<file path="src/rtl/event_enable_gen.sv">
// event_enable_gen: turns a raw, bouncing, asynchronous event level into clean
// single-cycle count-enable pulses for the downstream 4-bit counter.
// Path: 2-flop synchronizer -> symmetric debounce FSM -> gated rising-edge pulse.
// Optional feature: define EVT_PRESCALE_EN to pulse only on every PRESCALE-th
// enabled rising event; without it PRESCALE is ignored and no prescaler is built.
module event_enable_gen #(
  parameter int unsigned DB_CYCLES = 4,
  parameter int unsigned DB_W      = 8,
  parameter int unsigned PRESCALE  = 4
) (
  input  logic clk,
  input  logic rstn,
  input  logic evt_in,
  input  logic enable,
  output logic cnt_en,
  output logic evt_level
);

  typedef enum logic [1:0] {
    StLow,
    StRiseChk,
    StHigh,
    StFallChk
  } state_e;

  localparam logic [DB_W-1:0] DbLast = DB_W'(DB_CYCLES - 1);
  localparam logic [DB_W-1:0] DbOne  = DB_W'(1);

  // Reject parameter values that would break the debounce or prescale logic.
  if (DB_CYCLES < 2 || DB_CYCLES > (2 ** DB_W) - 1) begin : g_bad_db_cycles
    $error("event_enable_gen: DB_CYCLES out of range");
  end
  if (PRESCALE < 1 || PRESCALE > 16) begin : g_bad_prescale
    $error("event_enable_gen: PRESCALE out of range");
  end

  logic            sync1_q, sync2_q;
  logic            s_evt;
  state_e          state_q, state_d;
  logic [DB_W-1:0] db_cnt_q, db_cnt_d;
  logic            rise_acc;
  logic            cnt_en_q, cnt_en_d;
  logic            evt_level_q, evt_level_d;

  assign s_evt = sync2_q;

  // Two-flop synchronizer for the asynchronous event input.
  always_ff @(posedge clk or negedge rstn) begin
    if (!rstn) begin
      sync1_q <= 1'b0;
      sync2_q <= 1'b0;
    end else begin
      sync1_q <= evt_in;
      sync2_q <= sync1_q;
    end
  end

  // Debounce FSM next-state: a level change is accepted after DB_CYCLES equal samples.
  always_comb begin
    state_d  = state_q;
    db_cnt_d = db_cnt_q;
    rise_acc = 1'b0;
    case (state_q)
      StLow: begin
        if (s_evt) begin
          state_d  = StRiseChk;
          db_cnt_d = DbOne;
        end
      end
      StRiseChk: begin
        if (!s_evt) begin
          state_d  = StLow;
          db_cnt_d = '0;
        end else if (db_cnt_q == DbLast) begin
          state_d  = StHigh;
          db_cnt_d = '0;
          rise_acc = 1'b1;
        end else begin
          db_cnt_d = db_cnt_q + DbOne;
        end
      end
      StHigh: begin
        if (!s_evt) begin
          state_d  = StFallChk;
          db_cnt_d = DbOne;
        end
      end
      StFallChk: begin
        if (s_evt) begin
          state_d  = StHigh;
          db_cnt_d = '0;
        end else if (db_cnt_q == DbLast) begin
          state_d  = StLow;
          db_cnt_d = '0;
        end else begin
          db_cnt_d = db_cnt_q + DbOne;
        end
      end
      default: begin
        state_d  = StLow;
        db_cnt_d = '0;
      end
    endcase
  end

  // Level output tracks the state being registered at the same edge.
  always_comb begin
    evt_level_d = (state_d == StHigh) || (state_d == StFallChk);
  end

`ifdef EVT_PRESCALE_EN
  localparam logic [3:0] PresLast = 4'(PRESCALE - 1);

  logic [3:0] presc_q, presc_d;

  // Prescaler: only enabled accepted events advance it; pulse on the wrapping event.
  always_comb begin
    presc_d  = presc_q;
    cnt_en_d = 1'b0;
    if (rise_acc && enable) begin
      if (presc_q == PresLast) begin
        presc_d  = '0;
        cnt_en_d = 1'b1;
      end else begin
        presc_d = presc_q + 4'd1;
      end
    end
  end

  // Prescale counter register.
  always_ff @(posedge clk or negedge rstn) begin
    if (!rstn) begin
      presc_q <= '0;
    end else begin
      presc_q <= presc_d;
    end
  end
`else
  // Every enabled accepted rising event pulses; a disabled one is dropped, not deferred.
  always_comb begin
    cnt_en_d = rise_acc & enable;
  end
`endif

  // FSM state, debounce counter and registered outputs.
  always_ff @(posedge clk or negedge rstn) begin
    if (!rstn) begin
      state_q     <= StLow;
      db_cnt_q    <= '0;
      cnt_en_q    <= 1'b0;
      evt_level_q <= 1'b0;
    end else begin
      state_q     <= state_d;
      db_cnt_q    <= db_cnt_d;
      cnt_en_q    <= cnt_en_d;
      evt_level_q <= evt_level_d;
    end
  end

  assign cnt_en    = cnt_en_q;
  assign evt_level = evt_level_q;

endmodule

</file>
<file path="config.mk">
export PLATFORM = sky130hd
export DESIGN_NAME = event_enable_gen
export DESIGN_NICKNAME = d
export VERILOG_FILES = /design/src/rtl/event_enable_gen.sv
export SDC_FILE = /design/constraint.sdc
export NUM_CORES = 1
export LEC_CHECK = 0
export CORE_UTILIZATION = 30
export CTS_CLUSTER_SIZE = 25
export DETAILED_ROUTE_END_ITERATION = 16
export REMOVE_ABC_BUFFERS = 1
export SYNTH_ARGS = -nofsm -noshare
export SYNTH_HDL_FRONTEND = slang
export SYNTH_SLANG_ARGS = --single-unit
</file>
<file path="constraint.sdc">
create_clock -name clk -period 2.4 [get_ports clk]
set_clock_uncertainty 0.2 [all_clocks]
set_input_delay 0.48 -clock clk [delete_from_list [all_inputs] [get_ports clk]]
set_output_delay 0.48 -clock clk [all_outputs]
set_load 0.01 [all_outputs]
</file>
[Word level (Yosys, flattened, before mapping)]
Cells that the tools add are included.
Storage, ports and cells
  register bits after elaboration: 14
  input bits: 4
  output and inout bits: 2
  logic and storage cells: 35
Cells by class
  bitwise gates (word level): 1
  mux-type cells: 16
  add/sub/neg operators: 1
  equality and inequality tests: 8
  reductions and logical operators: 3
Operators with widths (number)
  $mux 8: 5
  $pmux 8 s4: 1
  $mux 2: 6
  $add 8x1->8 const B: 1
  $eq 2x2->1 const B: 4
  $eq 8x2->1 const B: 1
  $pmux 2 s4: 1
  $ne 2x2->1 const B: 2
  $mux 1: 3
  $eq 2x1->1 const B: 1
  $logic_not 2->1: 1
  $reduce_and 2->1: 1
  $and 1x1->1: 1
  $logic_or 1x1->1: 1

[Logic depth before layout (Yosys ltp)]
Gate-level depths: netlist (run 1).
  depth after elaboration: 6
  depth in mapped cells: 5
  mapped depth without buffers: 5

[Worst setup path before layout (run 1)]
No wires, ideal clock.
  path kind: reg-to-reg
  start point: register evt_level (netlist name)
  end point: register db_cnt_q[3]
  data arrival time: 1.452 ns
  stages on the path, launching flop included: 6
  buffers on the path: 1
  clock period less this slack: 1.778 ns
  setup time: 0.126 ns
  required time: 2.074 ns
  slack: 0.622 ns
  cells stage by stage: dfrtp_1 -> xnor2_1 -> a311o_1 -> buf_6 -> nor2_1 -> a311o_1
RTL lines
  to (signal assigned): line 154  | db_cnt_q <= db_cnt_d;
  to (decl): line 40  | logic [DB_W-1:0] db_cnt_q, db_cnt_d;

[Worst setup path in the final report (run 1)]
  start point: register db_cnt_q[5]
  end point: register db_cnt_q[3]
Between the ends
  longest elaborated chain between the ends: 4
  elaborated cells on any way between the ends: 5
  classes of those cells: eq/ne (1); mux (4)
RTL lines
  $eq 8x2->1 *: line 74, 92
  $mux 8 *: line 74, 92
  $mux 8, on equally long branches: line 89, 71
  $pmux 8 s4 *: line 63  | case (state_q)
Mark *: on every way between the ends. The rest lies on a longest branch, timed or not.
A chain may end at the register's enable or synchronous reset.

==> results of run 1 <==
## how the worst max path moves through the flow
| stage | cells after the start | startpoint | slack (ns) | end |
|---|---|---|---|---|
| final | 4 | db_cnt_q[5]$_DFFE_PN0P_ | 0.43 | db_cnt_q[3]$_DFFE_PN0P_ |
| after global routing | 4 | db_cnt_q[5]$_DFFE_PN0P_ | 0.24 | db_cnt_q[3]$_DFFE_PN0P_ |
| after CTS | 4 | db_cnt_q[5]$_DFFE_PN0P_ | 0.42 | db_cnt_q[3]$_DFFE_PN0P_ |
| after detailed placement | 4 | db_cnt_q[5]$_DFFE_PN0P_ | 0.44 | db_cnt_q[3]$_DFFE_PN0P_ |
| after global placement | 4 | db_cnt_q[5]$_DFFE_PN0P_ | 0.51 | db_cnt_q[3]$_DFFE_PN0P_ |
| after floorplan | 4 | evt_level$_DFF_PN0_ | 0.53 | db_cnt_q[3]$_DFFE_PN0P_ |
## per-stage QoR
| step | hold WS (ns) | worst slack, ns | util, % | std cells | cell area, µm² |
|---|---|---|---|---|---|
| after detailed placement | 0.139 | 0.445 | 37.8 | 89 | 682 |
| after CTS | 0.168 | 0.422 | 39.4 | 93 | 709 |
| after global placement | 0.137 | 0.507 | 37.8 | 89 | 682 |
| final | 0.165 | 0.433 | 39.4 | 93 | 709 |
| after floorplan | -0.0156 | 0.526 | - | 58 | 593 |
| after global routing | 0.188 | 0.238 | 39.4 | 93 | 709 |
## where the power goes
| part | leakage (nW) | switching, mW | internal (mW) |
|---|---|---|---|
| Combinational | 0.132 | 0.121 | 0.0970 |
| Clock | 0.0177 | 0.0752 | 0.0619 |
| Sequential | 0.170 | 0.0440 | 0.256 |
## kinds of logic (layout without fill, tap and decap cells)
| family | count (synthesis) | in the layout | share of synthesized area [%] |
|---|---|---|---|
| xor+xnor | 2 | 2 | 2.90 |
| compound gates | 13 | 13 | 14.7 |
| mux | 1 | 1 | 1.86 |
| fa+ha+maj | 1 | 1 | 2.07 |
| buf+inv | 2 | 11 | 2.48 |
| flops | 13 | 13 | 53.8 |
| simple gates | 27 | 27 | 22.2 |
## area by class of cell
type                            count  area [µm²]
Clock buffer                        3        22.5
Clock inverter                      1        5.00
Fill cell                         202        1090
Inverter                            1        3.75
Multi-Input combinational cell     44         264
Sequential cell                    13         325
Tap cell                           25        31.3
Timing Repair Buffer                6        57.6
## critical path, cell delays in order (launching register included)
cell	delay, ns
dfrtp_1	0.42
nor4_1	0.36
a311o_1	0.45
nor3_1	0.10
a311o_1	0.32
## sequential cells by signal, summed over array words and instances (netlist names)
register,cells
db_cnt_q,8
sync1_q,1
state_q,1
evt_level,1
s_evt,1
cnt_en,1
## cell usage in the layout, fill, tap and decap left out, drive strengths merged
master         Yosys  layout
nand4              1       1
mux2               1       1
clkinv             0       1
clkdlybuf4s50      0       5
a21o               4       4
nor4               4       4
xor2               1       1
a311o              2       2
xnor2              1       1
nor2b              1       1
dfrtp             13      13
inv                1       1
o22ai              1       1
a211oi             1       1
nand2              6       6
o21ai              5       5
clkbuf             0       3
nor2               7       7
buf                1       1
nor3               1       1
and4b              1       1
ha                 1       1
nor3b              1       1
nand3              5       5
## layer usage
| metal | up-vias | GRT usage, % |
|---|---|---|
| met4 | 0 | 9.14 |
| met5 | - | 0 |
| met1 | 219 | 17.8 |
| li1 | 235 | - |
| met2 | 9 | 21.9 |
| met3 | 2 | 5.77 |
==> impl_results.md, run 1 <==
* Outcome: completed
* Fmax at 0.508 GHz
* Most common flop cell mapped by yosys: dfrtp_1
* Die Ht at between 40 and 50 µm
* Final setup vio count at 0
* ANT cells at 0
* Synth Instances at 59
* First-pass GRT wire length at 2130 µm
* Initial core utilization at 33.5%
* Area Growth Syn to Fin at 17.4%
* Startpoint Class: register
* TritonCTS Buffers at 3
* Post-synth EDFFs at 0
* Global-route congestion overflow total at 0
* Fraction of registers with async set or reset after synthesis at 100%
* Total Nets Final at between 70 and 80
* Hold Path End: s_evt$_DFF_PN0_
* TritonCTS clock tree: done
* Ys Warns at 0
* Max Used Layer: met4
* Final Hold Vio Count at 0
* Synth area leaders: dfrtp_1 (54%), a21o_1 (5.0%), nor2_1 (4.3%), nand3_1 (4.1%), nor4_1 (4.1%)
* DR iter-0 viols at 14
* Yosys cell types at 21
* Final Max Slew Viols at 0
* Hold Startpoint: sync1_q$_DFF_PN0_
* Row cnt at 15
* Tightest Pin Transition at slightly above 0.6 ns
* Netlist Area Pre-Place at about 600 µm²
* Final ANT Viol Nets at 0
* # Post-CTS Setup Buffers at 0
* Leakage at 0.320 nW
* Met3 wire len at around 50 µm
* Kind of critical path: register to register
* Number of synthesized register bits at 13
* Met2 WL at around 520 µm
* Vias per cell at ~5
* Hold/Removal Path Class: register to register
* Share of cells above drive strength 1 at under 10%
* Setup_tns at 0 ns
* Detailed Place HPWL at approximately 800 µm
* Longest Clk Path Bufs at 2
* Post-Syn Area per Cell at around 10 µm²
* Clk_lat worst skew at about 0.28 ns
* Buffers added on ports at 5
* DRT met1 WL at around 580 µm
* Most common cell in the netlist: dfrtp_1
* Reg2reg setup slack at roughly 0.43 ns
* WP data required at ~2.4 ns
* Period utilization at 82.0%
* IO Count at 6
* DR DRC count at 0
* Vias in the first global route at roughly 450
* Root Driver: clkbuf_4
* Crit path time final at 1.97 ns
* Die X at between 40 and 50 µm
* RSZ-0062 raised after global routing: no
* Core ar. at 1800 µm²
* Maximum vdd drop at 0.489 mV
* R2r worst-path depth at 4
* Initial antenna violation count at 0
* Pin count of the biggest net entering global routing at 14
* Crit path DAT at 1.94 ns
* Crit end category: register
* First-pass DRT Iterations at 4
* Cell taking the most area after synthesis: dfrtp_1
* H-tree depth at 1
* RR Endpoint: db_cnt_q[3]$_DFFE_PN0P_
* GPL Wtd Cong at 0.760
* Yosys top cell area share at between 50% and 60%
* # hold bufs at CTS at 0
* Post-synth top cells: dfrtp_1 (13), nor2_1 (7), nand2_1 (6)
* Worst reg2reg startpoint: db_cnt_q[5]$_DFFE_PN0P_
* Max Cap Violations at 0
* Hold path cells at 0
* Vias at about 470
* Final wirelength at 1180 µm
* Die ar. at around 2200 µm²
* Crit path max fanout at 11
* Post-synthesis sequential area ratio at roughly 54%
* Worst-path clk slew at 0.08 ns
* GRT Resource Usage Total at roughly 15%
* Pwr/cell area at a little over 900 nW/µm²
* Routed len/inst at ~13 µm
* Slew margin rel. at 59.7%
* Clock sink total at 13
* Pwr Total at approximately 0.66 mW
* Cts repair resizes at 0
(Power assumes the default switching activity.)
==> run 2, diff against run 1 <==
clock period = 1.8 ns   (was 2.4 ns; I/O delays follow)
==> run 2 against run 1 <==
Setup slack lost 0.41 ns. Global-route usage shrank 0.26 points. Clock power grew 34%. Sequential power grew 27%. Non-clock buffer count grew 13. Flip-flop and latch count is the same. Utilization grew 7.6 points. Fmax grew 11%. Highest routed layer unchanged.
==> impl_results.md, run 2 (synthesized netlist as in run 1, its figures left out) <==
* Tightest Pin Transition at 0.267 ns (-0.337 ns)
* Largest stage delay on the critical path at 0.40 ns (-0.05 ns)
* Finished Layout Cells at 106 (+14%)
* Area Growth Syn to Fin at 40.0%
* GPL Wtd Cong at 0.763 (+0.32%)
* Hold path cells at 0 (unchanged)
* Combinational share of power at 42.2% (+8.9 points)
* Met2 WL at 675 µm (+30%)
* Pwr/cell area at 1150 nW/µm² (+25%)
* Die X at 46.9 µm (unchanged)
* IO Count at 6 (unchanged)
* R2r worst-path depth at 5 (+1)
* Root Driver: clkbuf_4
* Row cnt at 15 (unchanged)
* Final setup vio count at 0 (unchanged)
* Clock power share at 18.7% (-2.2 points)
* TritonCTS Buffers at 3 (unchanged)
* Worst reg2reg startpoint: db_cnt_q[4]$_DFFE_PN0P_
* Core ar. at 1800 µm² (unchanged)
* Hold Startpoint: sync1_q$_DFF_PN0_
* Max Cap Violations at 0 (unchanged)
* Hold/Removal Path Class: register to register
* Crit path buf inv count at 1 (+1)
* Crit path time final at 1.78 ns (-0.191 ns)
* RR Endpoint: db_cnt_q[5]$_DFFE_PN0P_
* Outcome: completed
* Pin count of the biggest net entering global routing at 14 (unchanged)
* First-pass GRT wire length at 2170 µm (+2.3%)
* Worst path depth at 5 (+1)
* Vias at 531 (+14%)
* CP max-delay cell: dfrtp_1
* Commonest non-fill, non-tap cells in the layout: buf_4 (14), dfrtp_1 (13), nor2_1 (7), nand2_1 (6)
* Total Nets Final at 87 (+18%)
* DP Cell Count at 99 (+11%)
* # fillers at 185 (-8.4%)
* TritonCTS clock tree: done
* Global-route congestion overflow total at 0 (unchanged)
* Routed len/inst at 13.3 µm (+4.9%)
* Share of cells above drive strength 1 at 29.6% (+21 points)
* Clock sink total at 13 (unchanged)
* Longest Clk Path Bufs at 2 (unchanged)
* Startpoint Class: register
* DR iter-0 viols at 9 (-5)
* Final wirelength at 1410 µm (+20%)
* Leading cell type in the layout, fill and taps excluded: buf_4
* Worst-path clk slew at 0.08 ns (about the same)
* Post-DP Area at 757 µm² (+11%)
* Slew margin rel. at 82.1% (+22 points)
* Final Max Slew Viols at 0 (unchanged)
* Final Cell Area at 846 µm² (+19%)
* Die ar. at 2200 µm² (unchanged)
* Vias per cell at 5.01 (+0.19%)
* Clk_lat worst skew at 0.28 ns (about the same)
* Kind of critical path: register to register
* Initial antenna violation count at 0 (unchanged)
* Crit path max fanout at 9 (-2)
* Largest register FFs at 8 (unchanged)
* DRT met1 WL at 661 µm (+13%)
* DR DRC count at 0 (unchanged)
* Net Sw Power at 0.352 mW (+46%)
* Crit path DAT at 1.74 ns (-0.20 ns)
* Die Ht at 46.9 µm (unchanged)
* Crit end category: register
* Leakage at 0.396 nW (+24%)
* Max Used Layer: met4
* Initial core utilization at 33.5% (unchanged)
* Buffers added on ports at 5 (unchanged)
* GRT Resource Usage Total at 14.5% (-0.26 points)
* Vias in the first global route at 453 (unchanged)
* Met3 wire len at 54 µm (+8.0%)
* Worst path cell trace: nor4_2 -> a311o_1 -> buf_4 -> o21ai_0 -> a21o_1
* ANT cells at 0 (unchanged)
* Top delay family on crit path: compound AO/OA/AOI/OAI gates
* Period utilization at 98.7% (+17 points)
* Maximum vdd drop at 0.797 mV (+63%)
* Top reg by flops: db_cnt_q
* First-pass DRT Iterations at 5 (+1)
* Final Hold Vio Count at 0 (unchanged)
* Switching share of power at 36.1% (-0.55 points)
* Detailed Place HPWL at 917 µm (+17%)
* Reg2reg setup slack at 0.02 ns (-0.41 ns)
* Hold Path End: s_evt$_DFF_PN0_
* H-tree depth at 1 (unchanged)
* Fmax at 0.563 GHz (+11%)
* Part of the power in registers at 39.0% (-6.8 points)
* Final ANT Viol Nets at 0 (unchanged)
* Internal power at 0.622 mW (+50%)
* WP data required at 1.77 ns (-0.60 ns)
[run 2: changes by cell type in the layout (fill, tap and decap cells not counted), sizes merged]
cell           previous run  this run
clkdlybuf4s50             5         4
dlymetal6s2s              0         1
buf                       1        14
[run 2: worst max path at each step]
| stage | from | endpoint | slack (ns) |
|---|---|---|---|
| after floorplan | evt_level$_DFF_PN0_ | db_cnt_q[3]$_DFFE_PN0P_ | -0.07 |
| after global placement | db_cnt_q[6]$_DFFE_PN0P_ | db_cnt_q[5]$_DFFE_PN0P_ | 0.06 |
| after detailed placement | db_cnt_q[1]$_DFFE_PN0P_ | db_cnt_q[5]$_DFFE_PN0P_ | 0.03 |
| after CTS | evt_level$_DFF_PN0_ | evt_level | 0.001 |
| after global routing | db_cnt_q[4]$_DFFE_PN0P_ | db_cnt_q[5]$_DFFE_PN0P_ | -0.04 |
| final | db_cnt_q[4]$_DFFE_PN0P_ | db_cnt_q[5]$_DFFE_PN0P_ | 0.02 |
[run 2: final cells by class]
cell class / count / area (µm²) / share of cell area, %
clock buffers: 3 / 22.5 / 2.66
repair buffers: 19 / 158 / 18.6
flip-flops and latches: 13 / 325 / 38.5
inverters: 1 / 3.75 / 0.444
multi-input cells: 44 / 300 / 35.5
clock inverters: 1 / 5.00 / 0.592
well taps: 25 / 31.3 / 3.70
[run 2: per-stage QoR]
step,setup WS (ns),setup TNS (ns),hold WS [ns],util [%],power [mW]
CTS,0.00148,0,0.167,43.5,0.943
finish,0.0235,0,0.164,46.9,0.974
global placement,0.0557,0,0.146,42.0,0.739
detailed placement,0.0303,0,0.140,42.0,0.753
floorplan,-0.0738,-0.0738,-0.136,-,0.587
global route,-0.0358,-0.152,0.180,46.9,1.05
[run 2: repair_timing]
item	4_1_cts	5_1_grt
setup buffers	0	3
endpoints found under the setup margin	0	6
gates resized for setup	0	7
hold buffers	0	0
[run 2: power groups by stage]
stage | clock network, mW | logic, mW | registers, mW
finish | 0.183 | 0.411 | 0.380
global route | 0.198 | 0.459 | 0.390
CTS | 0.190 | 0.371 | 0.382
detailed placement | 0 | 0.365 | 0.388
global placement | 0 | 0.352 | 0.387
floorplan | 0 | 0.190 | 0.398
[run 2: worst reg2reg max path, stage by stage, from the launching register on]
cell and delay, ns:
dfrtp_1 0.40, nor4_2 0.33, a311o_1 0.26, buf_4 0.19, o21ai_0 0.10, a21o_1 0.19
[run 2: layer usage]
| layer | up-vias | global-route usage [%] |
|---|---|---|
| li1 | 263 | - |
| met1 | 256 | 20.1 |
| met2 | 10 | 21.1 |
| met3 | 2 | 5.77 |
| met4 | 0 | 3.43 |
| met5 | - | 0 |
